## src/rtl/hazard_ctrl_pkg.sv

```systemverilog
// Shared encodings and hazard-decision helpers for hazard_ctrl and hazard_mdu_timer.
package hazard_ctrl_pkg;

    localparam logic [1:0]  TUSE_NONE       = 2'd3;
    localparam int unsigned MULT_CYCLES_DEF = 5;
    localparam int unsigned DIV_CYCLES_DEF  = 10;

    typedef enum logic [1:0] {
        FWD_NONE = 2'd0,
        FWD_M    = 2'd1,
        FWD_W    = 2'd2
    } fwd_sel_t;

    typedef enum logic [1:0] {
        MD_NONE = 2'd0,
        MD_MULT = 2'd1,
        MD_DIV  = 2'd2
    } md_start_t;

    typedef struct packed {
        logic       valid;
        logic [4:0] wa;
        logic [1:0] tnew;
        logic [4:0] rs;
        logic [4:0] rt;
    } e_stage_t;

    typedef struct packed {
        logic       valid;
        logic [4:0] wa;
        logic [1:0] tnew;
        logic [4:0] rt;
    } m_stage_t;

    typedef struct packed {
        logic       valid;
        logic [4:0] wa;
    } w_stage_t;

    function automatic logic reg_match(input logic valid, input logic [4:0] wa,
                                       input logic [4:0] r);
        return valid && (r != 5'd0) && (wa == r);
    endfunction

    // The youngest producer decides; an older copy behind it holds a stale value.
    function automatic logic src_stall(input logic e_hit, input logic [1:0] e_tnew,
                                       input logic m_hit, input logic [1:0] m_tnew,
                                       input logic [1:0] tuse);
        if (tuse == TUSE_NONE) return 1'b0;
        if (e_hit) return e_tnew > tuse;
        if (m_hit) return m_tnew > tuse;
        return 1'b0;
    endfunction

    function automatic logic [1:0] e_fwd(input logic m_hit, input logic [1:0] m_tnew,
                                         input logic w_hit);
        if (m_hit) return (m_tnew == 2'd0) ? FWD_M : FWD_NONE;
        if (w_hit) return FWD_W;
        return FWD_NONE;
    endfunction

endpackage

```

## src/rtl/hazard_mdu_timer.sv

```systemverilog
// Busy-window counter for the multiply/divide unit; loads on an MDU op entering E.
module hazard_mdu_timer
    import hazard_ctrl_pkg::*;
#(
    parameter int unsigned MULT_CYCLES = MULT_CYCLES_DEF,
    parameter int unsigned DIV_CYCLES  = DIV_CYCLES_DEF
) (
    input  logic       clk,
    input  logic       reset,
    input  logic       load,
    input  logic [1:0] md_start,
    output logic       busy
);

    localparam int unsigned MAX_CYCLES = (MULT_CYCLES > DIV_CYCLES) ? MULT_CYCLES : DIV_CYCLES;
    localparam int unsigned CNT_W      = $clog2(MAX_CYCLES + 1);

    logic [CNT_W-1:0] count_q;

    // A new operation restarts the window even if the previous one is still counting.
    always_ff @(posedge clk or posedge reset) begin
        if (reset) begin
            count_q <= '0;
        end else if (load && (md_start != MD_NONE)) begin
            count_q <= (md_start == MD_MULT) ? CNT_W'(MULT_CYCLES) : CNT_W'(DIV_CYCLES);
        end else if (count_q != '0) begin
            count_q <= count_q - CNT_W'(1);
        end
    end

    assign busy = (count_q != '0);

endmodule

```

## src/rtl/hazard_ctrl.sv

```systemverilog
// Stall and forwarding control for the five-stage MIPS pipeline.
// Define HAZARD_MDU_EN to include the multiply/divide busy window and its stall.
module hazard_ctrl
    import hazard_ctrl_pkg::*;
#(
    parameter int unsigned MULT_CYCLES = MULT_CYCLES_DEF,
    parameter int unsigned DIV_CYCLES  = DIV_CYCLES_DEF
) (
    input  logic       clk,
    input  logic       reset,
    input  logic [4:0] d_rs,
    input  logic [4:0] d_rt,
    input  logic [1:0] d_tuse_rs,
    input  logic [1:0] d_tuse_rt,
    input  logic [4:0] d_wa,
    input  logic [1:0] d_tnew,
    input  logic       d_md_use,
    input  logic [1:0] d_md_start,
    output logic       stall,
    output logic       fwd_d_rs_sel,
    output logic       fwd_d_rt_sel,
    output logic [1:0] fwd_e_rs_sel,
    output logic [1:0] fwd_e_rt_sel,
    output logic       fwd_m_rt_sel,
    output logic       mdu_busy
);

    e_stage_t e_q;
    m_stage_t m_q;
    w_stage_t w_q;

    logic rs_stall, rt_stall, md_stall;
    logic e_hit_rs, e_hit_rt, m_hit_rs, m_hit_rt;

    // A stalled D instruction stays put, so E receives a bubble that can never match.
    always_ff @(posedge clk or posedge reset) begin
        if (reset) begin
            e_q <= '0;
            m_q <= '0;
            w_q <= '0;
        end else begin
            if (stall) begin
                e_q <= '0;
            end else begin
                e_q.valid <= 1'b1;
                e_q.wa    <= d_wa;
                e_q.tnew  <= (d_tnew == 2'd0) ? 2'd1 : d_tnew;
                e_q.rs    <= d_rs;
                e_q.rt    <= d_rt;
            end
            m_q.valid <= e_q.valid;
            m_q.wa    <= e_q.wa;
            m_q.tnew  <= (e_q.tnew == 2'd0) ? 2'd0 : e_q.tnew - 2'd1;
            m_q.rt    <= e_q.rt;
            w_q.valid <= m_q.valid;
            w_q.wa    <= m_q.wa;
        end
    end

    assign e_hit_rs = reg_match(e_q.valid, e_q.wa, d_rs);
    assign e_hit_rt = reg_match(e_q.valid, e_q.wa, d_rt);
    assign m_hit_rs = reg_match(m_q.valid, m_q.wa, d_rs);
    assign m_hit_rt = reg_match(m_q.valid, m_q.wa, d_rt);

    assign rs_stall = src_stall(e_hit_rs, e_q.tnew, m_hit_rs, m_q.tnew, d_tuse_rs);
    assign rt_stall = src_stall(e_hit_rt, e_q.tnew, m_hit_rt, m_q.tnew, d_tuse_rt);
    assign stall    = rs_stall | rt_stall | md_stall;

    // W results reach D through the register file's own write-through path.
    assign fwd_d_rs_sel = !e_hit_rs && m_hit_rs && (m_q.tnew == 2'd0);
    assign fwd_d_rt_sel = !e_hit_rt && m_hit_rt && (m_q.tnew == 2'd0);

    assign fwd_e_rs_sel = e_fwd(reg_match(m_q.valid, m_q.wa, e_q.rs), m_q.tnew,
                                reg_match(w_q.valid, w_q.wa, e_q.rs));
    assign fwd_e_rt_sel = e_fwd(reg_match(m_q.valid, m_q.wa, e_q.rt), m_q.tnew,
                                reg_match(w_q.valid, w_q.wa, e_q.rt));
    assign fwd_m_rt_sel = reg_match(w_q.valid, w_q.wa, m_q.rt);

`ifdef HAZARD_MDU_EN
    logic [1:0] e_md_q;

    // Remembers which MDU op sits in E, covering the cycle its window opens.
    always_ff @(posedge clk or posedge reset) begin
        if (reset) begin
            e_md_q <= MD_NONE;
        end else begin
            e_md_q <= stall ? MD_NONE : d_md_start;
        end
    end

    hazard_mdu_timer #(
        .MULT_CYCLES(MULT_CYCLES),
        .DIV_CYCLES (DIV_CYCLES)
    ) u_mdu_timer (
        .clk     (clk),
        .reset   (reset),
        .load    (!stall),
        .md_start(d_md_start),
        .busy    (mdu_busy)
    );

    assign md_stall = d_md_use && (mdu_busy || (e_md_q != MD_NONE));
`else
    logic unused_md;

    assign unused_md = ^{d_md_use, d_md_start, MULT_CYCLES[0], DIV_CYCLES[0]};
    assign mdu_busy  = 1'b0;
    assign md_stall  = 1'b0;
`endif

endmodule

```

## config.mk

```make
export PLATFORM = sky130hd
export DESIGN_NAME = hazard_ctrl
export DESIGN_NICKNAME = d
export VERILOG_FILES = /design/src/rtl/hazard_ctrl_pkg.sv /design/src/rtl/hazard_mdu_timer.sv /design/src/rtl/hazard_ctrl.sv
export SDC_FILE = /design/constraint.sdc
export NUM_CORES = 1
export LEC_CHECK = 0
export CAP_MARGIN = 20
export CORE_MARGIN = 10
export CORE_UTILIZATION = 26
export DETAILED_ROUTE_END_ITERATION = 10
export PLACE_DENSITY = 0.57
export SETUP_SLACK_MARGIN = 0.5
export SLEW_MARGIN = 20
export SYNTH_ARGS = -nofsm -noshare
export SYNTH_HDL_FRONTEND = slang
export SYNTH_SLANG_ARGS = --single-unit
```

## constraint.sdc

```tcl
create_clock -name clk -period 6 [get_ports clk]
set_input_delay 0.6 -clock clk [delete_from_list [all_inputs] [get_ports clk]]
set_output_delay 0.6 -clock clk [all_outputs]
set_load 0.05 [all_outputs]
```

Word level (Yosys, flattened, before mapping) --
Cells that the tools add are included.
Operators by class: add/sub/neg operators 1, order comparisons 4, equal/unequal tests 11, multiplexer cells 42, bitwise gates (word level) 1, reduce and logical (&&, ||, !) cells 32
Operators by type and width (count):
- $eq 5x5->1 | 9
- $mux 1 | 31
- $reduce_bool 5->1 | 5
- $logic_and 1x1->1 | 22
- $mux 2 | 10
- $mux 18 | 1
- $gt 2x2->1 | 4
- $logic_not 2->1 | 3
- $eq 2x2->1 const B | 2
- $logic_not 1->1 | 2
- $sub 2x1->2 const B | 1
- $or 1x1->1 | 1
Word-level totals: register bits after elaboration 37, input port bits 26, output and inout bits 9, word-level logic and storage cells 102

Logic depth before layout (Yosys ltp) --
Gate-level depths: netlist of run 1.
depth after elaboration 12, gate-level depth with buffers 8, gate-level depth less buffers 7

Least setup slack after synthesis of run 1 --
Ideal clock, no wire load.
path type flip-flop to output port, start register e_q[1] in the netlist's numbering, end output port fwd_e_rt_sel[1], data arrival time 2784 ps, required time 5400 ps, slack 2616 ps, stages on the path, launching flop included 6, buffers on the path 0, path through dfrtp_1 > or4_1 > nor2_1 > nor2_1 > nand3_1 > nor4b_1
Between the ends: cells in the longest elaborated chain, start to end 7, elaborated cells on any way between the ends 13, those cells by class eq/ne (2); mux (6); reduce/logical (5)
Ends and longest elaborated chain:
- start, declared | line hazard_ctrl.sv:28 | e_stage_t e_q;
- $reduce_bool 5->1 | line hazard_ctrl_pkg.sv:42 | return valid && (r != 5'd0) && (wa == r);
- $logic_and 1x1->1 (2 in series) | line hazard_ctrl_pkg.sv:42
- $mux 1 (2 in series) | line hazard_ctrl_pkg.sv:58 | if (w_hit) return FWD_W;
- $mux 2 | line hazard_ctrl_pkg.sv:59 | return FWD_NONE;
- $mux 2 (*) | line hazard_ctrl_pkg.sv:58
- end, declared | line hazard_ctrl.sv:23 | output logic [1:0] fwd_e_rt_sel,
Every way passes the cells marked *; elsewhere a longest branch is shown, timed or not. The select of a mux whose other input is x is not followed.

Worst setup path after layout of run 1 --
start input port d_tuse_rt[1], end output port stall
Between the ends: cells in the longest elaborated chain, start to end 7, elaborated cells on any way between the ends 10, those cells by class order compare (2); eq/ne (1); mux (6); bitwise (1)
Ends and longest elaborated chain:
- start, declared | line hazard_ctrl.sv:14 | input logic [1:0] d_tuse_rt,
- $gt 2x2->1 | line hazard_ctrl_pkg.sv:50 | if (e_hit) return e_tnew > tuse;
- $mux 1 | line hazard_ctrl_pkg.sv:50
- $mux 1 | line hazard_ctrl_pkg.sv:51 | if (m_hit) return m_tnew > tuse;
- $mux 1 | line hazard_ctrl_pkg.sv:52 | return 1'b0;
- $mux 1 | line hazard_ctrl_pkg.sv:51
- $mux 1 (*) | line hazard_ctrl_pkg.sv:50
- $or 1x1->1 (*) | line hazard_ctrl.sv:67 | assign stall = rs_stall | rt_stall | md_stall;
- end, declared | line hazard_ctrl.sv:19 | output logic stall,
Every way passes the cells marked *; elsewhere a longest branch is shown, timed or not.

==> results.md, run 1 <==
- The count of nets left with antenna violations once routing finished came out at 0.
- Based on the critical path, the design can be clocked at up to roughly 240 MHz.
- The actual transition at the worst max-transition pin is approximately 510 ps.
- Traced cell by cell, the critical path runs through clkdlybuf4s50_1 -> inv_1 -> ha_1 -> a2111o_1 -> a221oi_4 -> buf_4 -> or2_2 -> clkdlybuf4s50_1.
- The final setup skew is between 10 and 15 ps.
- The fill cell instance count of the final layout is 768.
- The highest ir drop seen on vdd is between 80 and 90 uV.
- The final route contains between 1000 and 1500 vias.
- The total DRC errors in the routed layout is 0.
- The die height is 108 um.
- In this run, distinct cell masters in the synthesized netlist total 30.
- A synthesized cell averages about 12 um^2.
- The proportion of register bits with asynchronous set or reset after synthesis is between 90% and 100%.
- The synthesized design contains 0 enable-type register cells.
- The min-delay analysis places its worst path in the category reg -> reg.
- After detailed routing, the total wire length is between 4000 and 5000 um.
- Adding up every negative setup slack in the final design gives 0 ps.
- At the end of routability-driven placement, the weighted congestion stood at roughly 0.76.
- The clock root buffer master is clkbuf_8.
- Setup repair after global routing left no endpoint under its margin.
- Across the run, the number of max-cap violations was 0.
- The share of synthesized area in the top cell type comes to 45.6%.
- The final critical delay including setup and external delays is slightly above 4000 ps.
- STA puts the critical path data arrival time at approximately 3500 ps.
- The leakage power figure is 0.00101 uW.
- In this run the critical register-to-register path is captured at e_q[6].
- The worst hold path begins at e_q[17].
- The floorplan core area is ~0.0076 mm^2.
- After clock tree synthesis, the setup repair step added 0 buffers.
- Yosys printed 0 warnings.
- The hold violation total from the final report is 0.
- In the global route stage, overall resource usage came out at around 8.4%.
- The number of I/O pins is 35.
- In this run the horizontal extent of the chip is around 110 um.
- The worst register-to-register path has a depth of 6.
- The register bit total from synthesis is 37.
- Synthesis handed over a netlist of approximately 170 instances.
- Cells fill 33.6% of the core in the end.
- Dividing the detail-routed via count by the number of cells gives about 4.4.
- Buffers placed on the I/O ports in this run total 30.
- In the global route stage, met1 resource usage came out at under 10%.
- The area overhead of the layout relative to synthesis is 26.4%.
- At the end of the flow, the number of nets in the layout was roughly 240.
- The cell with the most instances on the worst path is clkdlybuf4s50_1.
- The run finished with clean final reports.
- After synthesis, flip-flops and latches occupy 45.6% of the total area.
- The worst hold path terminates at m_q[12].
- Once the floorplan was initialized, standard cells occupied 26.6% of the core.
- The clock net in this run drives a total of 37 sinks.
- The critical path contains buffers and inverters numbering 4 combined.
- The area of all placed cells without fillers is around 0.0026 mm^2.
- The dominant register cell in the synthesized netlist is dfrtp_1.
- The fraction of power spent switching nets is between 20% and 30%.
- The total number of H-tree levels is 2.
- The worst setup timing slack at the placement stage is between 1500 and 2000 ps.
- The total inserted antenna cells is 0.
- Combinational cells account for about a fifth of the total power.
- The slack of the worst reg-to-reg path is 3930 ps.
- The longest clock path from root to sink contains 2 buffers.
- After synthesis, the cell types taking the most area are dfrtp_1 (46%), xnor2_1 (15%), ha_1 (4.9%).
- The portion of total power attributed to sequential cells is between 40% and 50%.
- The die covers between 0.01 and 0.015 mm^2.
- The required time at the worst-slack endpoint is about 5400 ps.
- The final critical path takes up about two thirds of the cycle.
- In this run the cell area measured after placement is about 0.0025 mm^2.
- The internal portion of the total power is 483 uW.
- In the final layout, the share of cells above drive strength 1 is 11.9%.
- The final-report setup violation count is 0.
- After global routing, the most crowded layer is met2.
- The number of rows created at floorplan is 32.
- The kind of start point of the critical path is an input port.
- Global routing consumed, on the met3 layer, about 4% of the routing resources.
- Along the worst path, the maximum fanout reaches 19.
- The number of antenna violations at the first check in global routing came to 0.
- The synthesized netlist occupies a cell area of slightly above 0.002 mm^2.
- Summed over all instances, the cell type with the most area after synthesis is dfrtp_1.
- The net switching power of the design is ~180 uW.
- Per report_power, the clock group accounts for around a third of the total.
- The kind of critical path is in -> out.
- The clock transition time at the flip-flop clock pins of the worst setup and hold paths is 70 ps.
- The number of iterations in the first detailed-routing pass is 4.
- The number of pins exceeding their max-slew limit in the final report is 0.
- In this run, post-CTS repair resized a total of 0 instances.
- Measured against its own limit, the worst slew margin works out to 66.0%.
- The top cell family by delay on the critical path is buffers and inverters.
- The number of hold buffers added after CTS was 0.
- The post-detailed-route wirelength per cell is approximately 15 um.
- The total overflow left after global routing is 0.
- The cell depth of the worst hold path is 0.
- The post-synthesis net count is between 200 and 250.
- The first-pass GRT wire length is between 7000 and 8000 um.
- In this run the critical register-to-register path is launched from m_q[11].
- The via count of the first global-routing pass is between 1500 and 2000.
- TritonCTS created 5 clock buffers.
- The worst-path cell with the longest stage delay is clkdlybuf4s50_1.
- Across all setup checks in the final design, the least slack found is ~1900 ps.
- The clock reaches the later pin of the worst-skew pair after about 290 ps.
- The HPWL after detailed placement is 3560 um.
- Entering global routing, the biggest net connects 38 pins.
- In this run, the number of DRC markers left after iteration 0 of detailed routing was 33.
- TritonCTS built the clock tree.
- The met2 routing resource usage after global routing is ~14%.
- The kind of end point of the critical path is an output port.
- On the worst path, the slowest cell contributes a delay of 790 ps.
- The areal power density over the cells is approximately 260 mW/mm^2.
-- layout make-up --
class | count | area [um^2] | share of cell area, %
Timing Repair Buffer | 33 | 323 | 12.6
Clock inverter | 1 | 30.0 | 1.17
Clock buffer | 7 | 86.3 | 3.36
Inverter | 6 | 22.5 | 0.877
Tap cell | 102 | 128 | 4.97
Sequential cell | 37 | 926 | 36.0
Multi-Input combinational cell | 126 | 1050 | 41.0
-- cell usage after synthesis, types with 2 or more instances --
cell and count:
dfrtp_1 37, xnor2_1 35, nor3b_1 9, xor2_1 9, ha_1 8, nor3b_2 8
nand4_1 7, inv_1 6, nor4_1 6, nor2b_1 5, nor3_1 5, or4_1 4
a2bb2oi_1 3, nand3_1 3, nor2_1 3, o211ai_1 3, or2_2 3, a21oi_1 2
a221oi_4 2, and2_1 2, buf_6 2, nand2_1 2
-- registers in the layout, indices dropped and copies added (netlist names) --
register,cells
w_q,6
e_q,18
m_q,13
-- worst max path at each step --
stage	startpoint	end	slack, ps	cells after the start
2_1_floorplan	e_q[1]	fwd_e_rt_sel[1]	2620	5
3_3_place_gp	d_tuse_rt[1]	stall	1890	8
3_5_place_dp	d_tuse_rt[1]	stall	1880	8
4_1_cts	d_rs[1]	stall	1870	8
5_1_grt	d_tuse_rs[1]	stall	1710	10
6_report	d_tuse_rt[1]	stall	1890	8
-- through the flow --
| stage | hold WS, ps | cells | total power [uW] |
|---|---|---|---|
| floorplan | 374 | 172 | 403 |
| global placement | 406 | 304 | 450 |
| detailed placement | 418 | 304 | 452 |
| CTS | 429 | 312 | 673 |
| global route | 432 | 312 | 707 |
| finish | 420 | 312 | 665 |
-- cells by family after synthesis --
logic type                 count (synthesis)  share of synthesized area (%)
AOI/OAI and AO/OA                         12                           6.53
xor gates and xnor gates                  44                           19.0
adders and majority gates                  8                           4.93
buffers and inverters                      9                           2.59
DFF                                       37                           45.6
other                                      1                          0.185
and+or+nand+nor                           61                           21.2
-- power by group through the flow --
stage / clock network [uW] / registers (uW) / logic (uW)
floorplan: 0 / 302 / 101
global placement: 0 / 312 / 138
detailed placement: 0 / 313 / 139
CTS: 225 / 308 / 140
global route: 240 / 312 / 155
finish: 220 / 307 / 138
-- cell usage in the layout (no fill, tap or decap), types with 4 or more instances in the layout --
master and instances:
nor3b_1 9, xnor2_1 35, ha_1 8, nor2b_1 5, dfrtp_1 37, nor4_1 6
nor3_1 5, clkbuf_8 6, or4_1 4, inv_1 6, xor2_1 9, nor3b_2 8
nand4_1 7, clkdlybuf4s50_1 30
-- per-layer routing --
layer  part of all wire [%]  vias to the layer above
li1                       -                      682
met1                     43                      675
met2                     50                       25
met3                    6.5                        2
met4                   0.46                        0
met5                      0                        -
Power figures use the tool's default switching activity.
==> run 2: changes to the inputs <==
--- a/config.mk
+++ b/config.mk
@@ -9,7 +9,7 @@
 export CORE_MARGIN = 10
 export CORE_UTILIZATION = 26
 export DETAILED_ROUTE_END_ITERATION = 10
-export PLACE_DENSITY = 0.57
+export PLACE_DENSITY = 0.59
 export SETUP_SLACK_MARGIN = 0.5
 export SLEW_MARGIN = 20
 export SYNTH_ARGS = -nofsm -noshare
==> constraint.sdc (replaced) <==
create_clock -name clk -period 3.6 [get_ports clk]
set_input_delay 0.36 -clock clk [delete_from_list [all_inputs] [get_ports clk]]
set_output_delay 0.36 -clock clk [all_outputs]
set_load 0.05 [all_outputs]
==> results.md, run 2 (same netlist as run 1, synthesis figures left out) <==
- Dividing the final minimum period by the clock period gives approximately four fifths.
- The kind of end point of the critical path is an output port.
- The library cells used most frequently in the layout, excluding fill and tap cells, are dfrtp_1 (37), xnor2_1 (35), clkdlybuf4s50_1 (25), xor2_1 (9), nor3b_1 (9).
- Measured against its own limit, the worst slew margin works out to 66.1%.
- The highest ir drop seen on vdd is approximately 190 uV.
- The number of sinks driven by the clock tree is 37.
- The total DRC errors in the routed layout is 0.
- The run finished with clean final reports.
- The worst path needs roughly 2900 ps of the cycle, external delays included.
- In the final layout, the registers with the most flip-flops are e_q (18), m_q (13), w_q (6).
- The placed wire-length estimate is 3610 um.
- From bottom edge to top edge, the die measures ~110 um.
- Timing would allow up to between 300 and 400 MHz.
- The first detailed-routing pass ran for 3 iterations.
- In this run the deepest clock path goes through 2 buffers.
- The die is about 110 um wide.
- The number of standard cells in the layout, taps in and fillers out is roughly 310.
- At the end of the flow, the number of nets in the layout was 243.
- The weighted congestion at the end of routability-driven global placement is 0.817.
- The first global-routing pass estimated between 7000 and 8000 um of wire.
- After floorplanning, the core was divided into 32 placement rows.
- The uppermost layer routed is met4.
- For this block, wires on met1 add up to about 2000 um.
- Tracing the worst setup path back leads to its startpoint at d_rt[2].
- During placement, the flow inserted port buffers numbering 30.
- The accumulated negative setup slack is 0 ps.
- The number of cells on the worst reg-to-reg path is 6.
- The total setup buffers inserted after CTS is 0.
- The number of I/O pins is 35.
- The repair_antennas step left the layout with diodes totalling 0.
- The path class of the tightest hold or removal check is reg -> reg.
- Summed over all nets, wire length on met3 after detailed routing comes to 229 um.
- At the end of the flow the core is filled with cells to between 30% and 40%.
- In this run the power density over the cells is roughly 400 mW/mm^2.
- The via count of the first global-routing pass was about 1600.
- The register with the most flip-flops in the layout has 18 of them.
- TritonCTS built the clock tree.
- Setup violations remaining at the end of the flow were counted as 0.
- Across every metal layer, demand over resource in global routing totals 8.46%.
- From synthesis to final layout, the design area changed by 25.4%.
- The worst-path maximum fanout is 4.
- Counting flops per register, the top entry is e_q.
- In the final routed layout, each cell accounts on average for between 10 and 15 um.
- The worst hold path was traced through 0 stages.
- The number of pins exceeding their max-slew limit in the final report came to 0.
- The worst-skew pair later-pin latency is between 200 and 300 ps.
- Once placement completed, the tool counted placed cells totaling 304.
- The floorplan step defined a die boundary enclosing roughly 0.012 mm^2.
- Setup repair after global routing left no endpoint under its margin.
- Following the worst setup path forward leads to its endpoint at fwd_d_rt_sel.
- The worst reg2reg path endpoint is e_q[3].
- The tree is rooted in a clkbuf_8.
- The fraction of final layout cells sized beyond drive strength 1 is a little over an eighth.
- The floorplan core area is about 0.0076 mm^2.
- The routed design has ~4600 um of wire.
- The critical path data arrival time is between 2000 and 3000 ps.
- Buffers inserted during clock tree synthesis total 5.
- In this run the register-to-register setup slack is about 1500 ps.
- Dividing the detail-routed via count by the number of cells gives 4.44.
- The cts-stage hold buffer count is 0.
- The worst reg2reg path startpoint is m_q[11].
- The kind of critical path is in -> out.
- The kind of start point of the critical path is an input port.
- In this run the static leakage power is ~0.0010 uW.
- STA puts the critical path data required time at ~3200 ps.
- The clock transition time at the flip-flop clock pins of the worst setup and hold paths is ~70 ps.
- The global-route congestion overflow total is 0.
- The detail route stage leaves a number of antenna-violating nets equal to 0.
- The first routing iteration left slightly below 60 violations.
- The largest net degree at the start of global routing is 38.
- For the pin with the worst max-slew slack, the measured transition is between 500 and 600 ps.
- The length of routed met2 wiring is between 2000 and 2500 um.
- The initial standard-cell utilization of the core is between 20% and 30%.
- The hold violation total from the final report is 0.
- The routed layout has 1386 vias.
- Across the run, the number of max-cap violations was 0.
- In this run the number of H-tree levels came out at 2.
- Summing all non-filler instances in the final layout gives an area of 0.00255 mm^2.
- The number of antenna violations at the first check in global routing is 0.
- Once placement finished, the instance area stood at approximately 0.0025 mm^2.
- The library cell used most frequently in the layout, excluding fill and tap cells, is dfrtp_1.
- The total power consumption of the routed design is around 1000 uW.
- On the final layout, the worst clock skew is 8.78 ps.
-- run 2: changes by cell type in the layout (fill, tap and decap cells not counted), sizes merged --
cell	previous run	this run
buf	3	5
bufinv	1	0
clkbuf	7	6
clkdlybuf4s50	30	25
clkinv	0	2
dlygate4sd2	0	2
dlymetal6s2s	0	1
-- run 2: cell type report --
class	count	area, um^2
Fill cell	753	5100
Multi-Input combinational cell	126	1060
Sequential cell	37	926
Timing Repair Buffer	33	330
Tap cell	102	128
Clock buffer	6	72.6
Inverter	6	22.5
Clock inverter	2	10.0
-- run 2: power by group --
group	leakage [uW]	internal (uW)	total, uW	switching (uW)
registers	0.000429	456	511	55.1
logic	0.000562	126	234	109
clock network	0.0000450	134	275	141
-- run 2: metal layers --
layer	track usage, %	vias to the layer above
li1	-	682
met1	9.54	668
met2	14.3	26
met3	2.91	10
met4	3.48	0
met5	0	-
-- run 2: how the worst min path moves through the flow --
| stage | startpoint | endpoint | slack [ps] |
|---|---|---|---|
| after floorplan | e_q[17] | m_q[12] | 370 |
| after global placement | e_q[17] | m_q[12] | 400 |
| after detailed placement | e_q[17] | m_q[12] | 400 |
| after CTS | e_q[17] | m_q[12] | 430 |
| after global routing | e_q[17] | m_q[12] | 460 |
| final | e_q[17] | m_q[12] | 430 |
-- run 2: worst max-delay path, stage by stage --
cell	delay [ps]
clkdlybuf4s50_1	510
or4_1	590
o211ai_1	210
or2_2	180
and2_1	130
dlygate4sd2_1	530
-- run 2: per-stage QoR --
stage,worst slack (ps),hold slack [ps]
floorplan,615,374
global placement,442,402
detailed placement,436,402
CTS,517,427
global route,548,458
finish,730,433
-- run 2: what timing repair did --
action,4_1_cts,5_1_grt
resized for setup,2,1
setup endpoints to repair,2,1
pin swaps,0,0
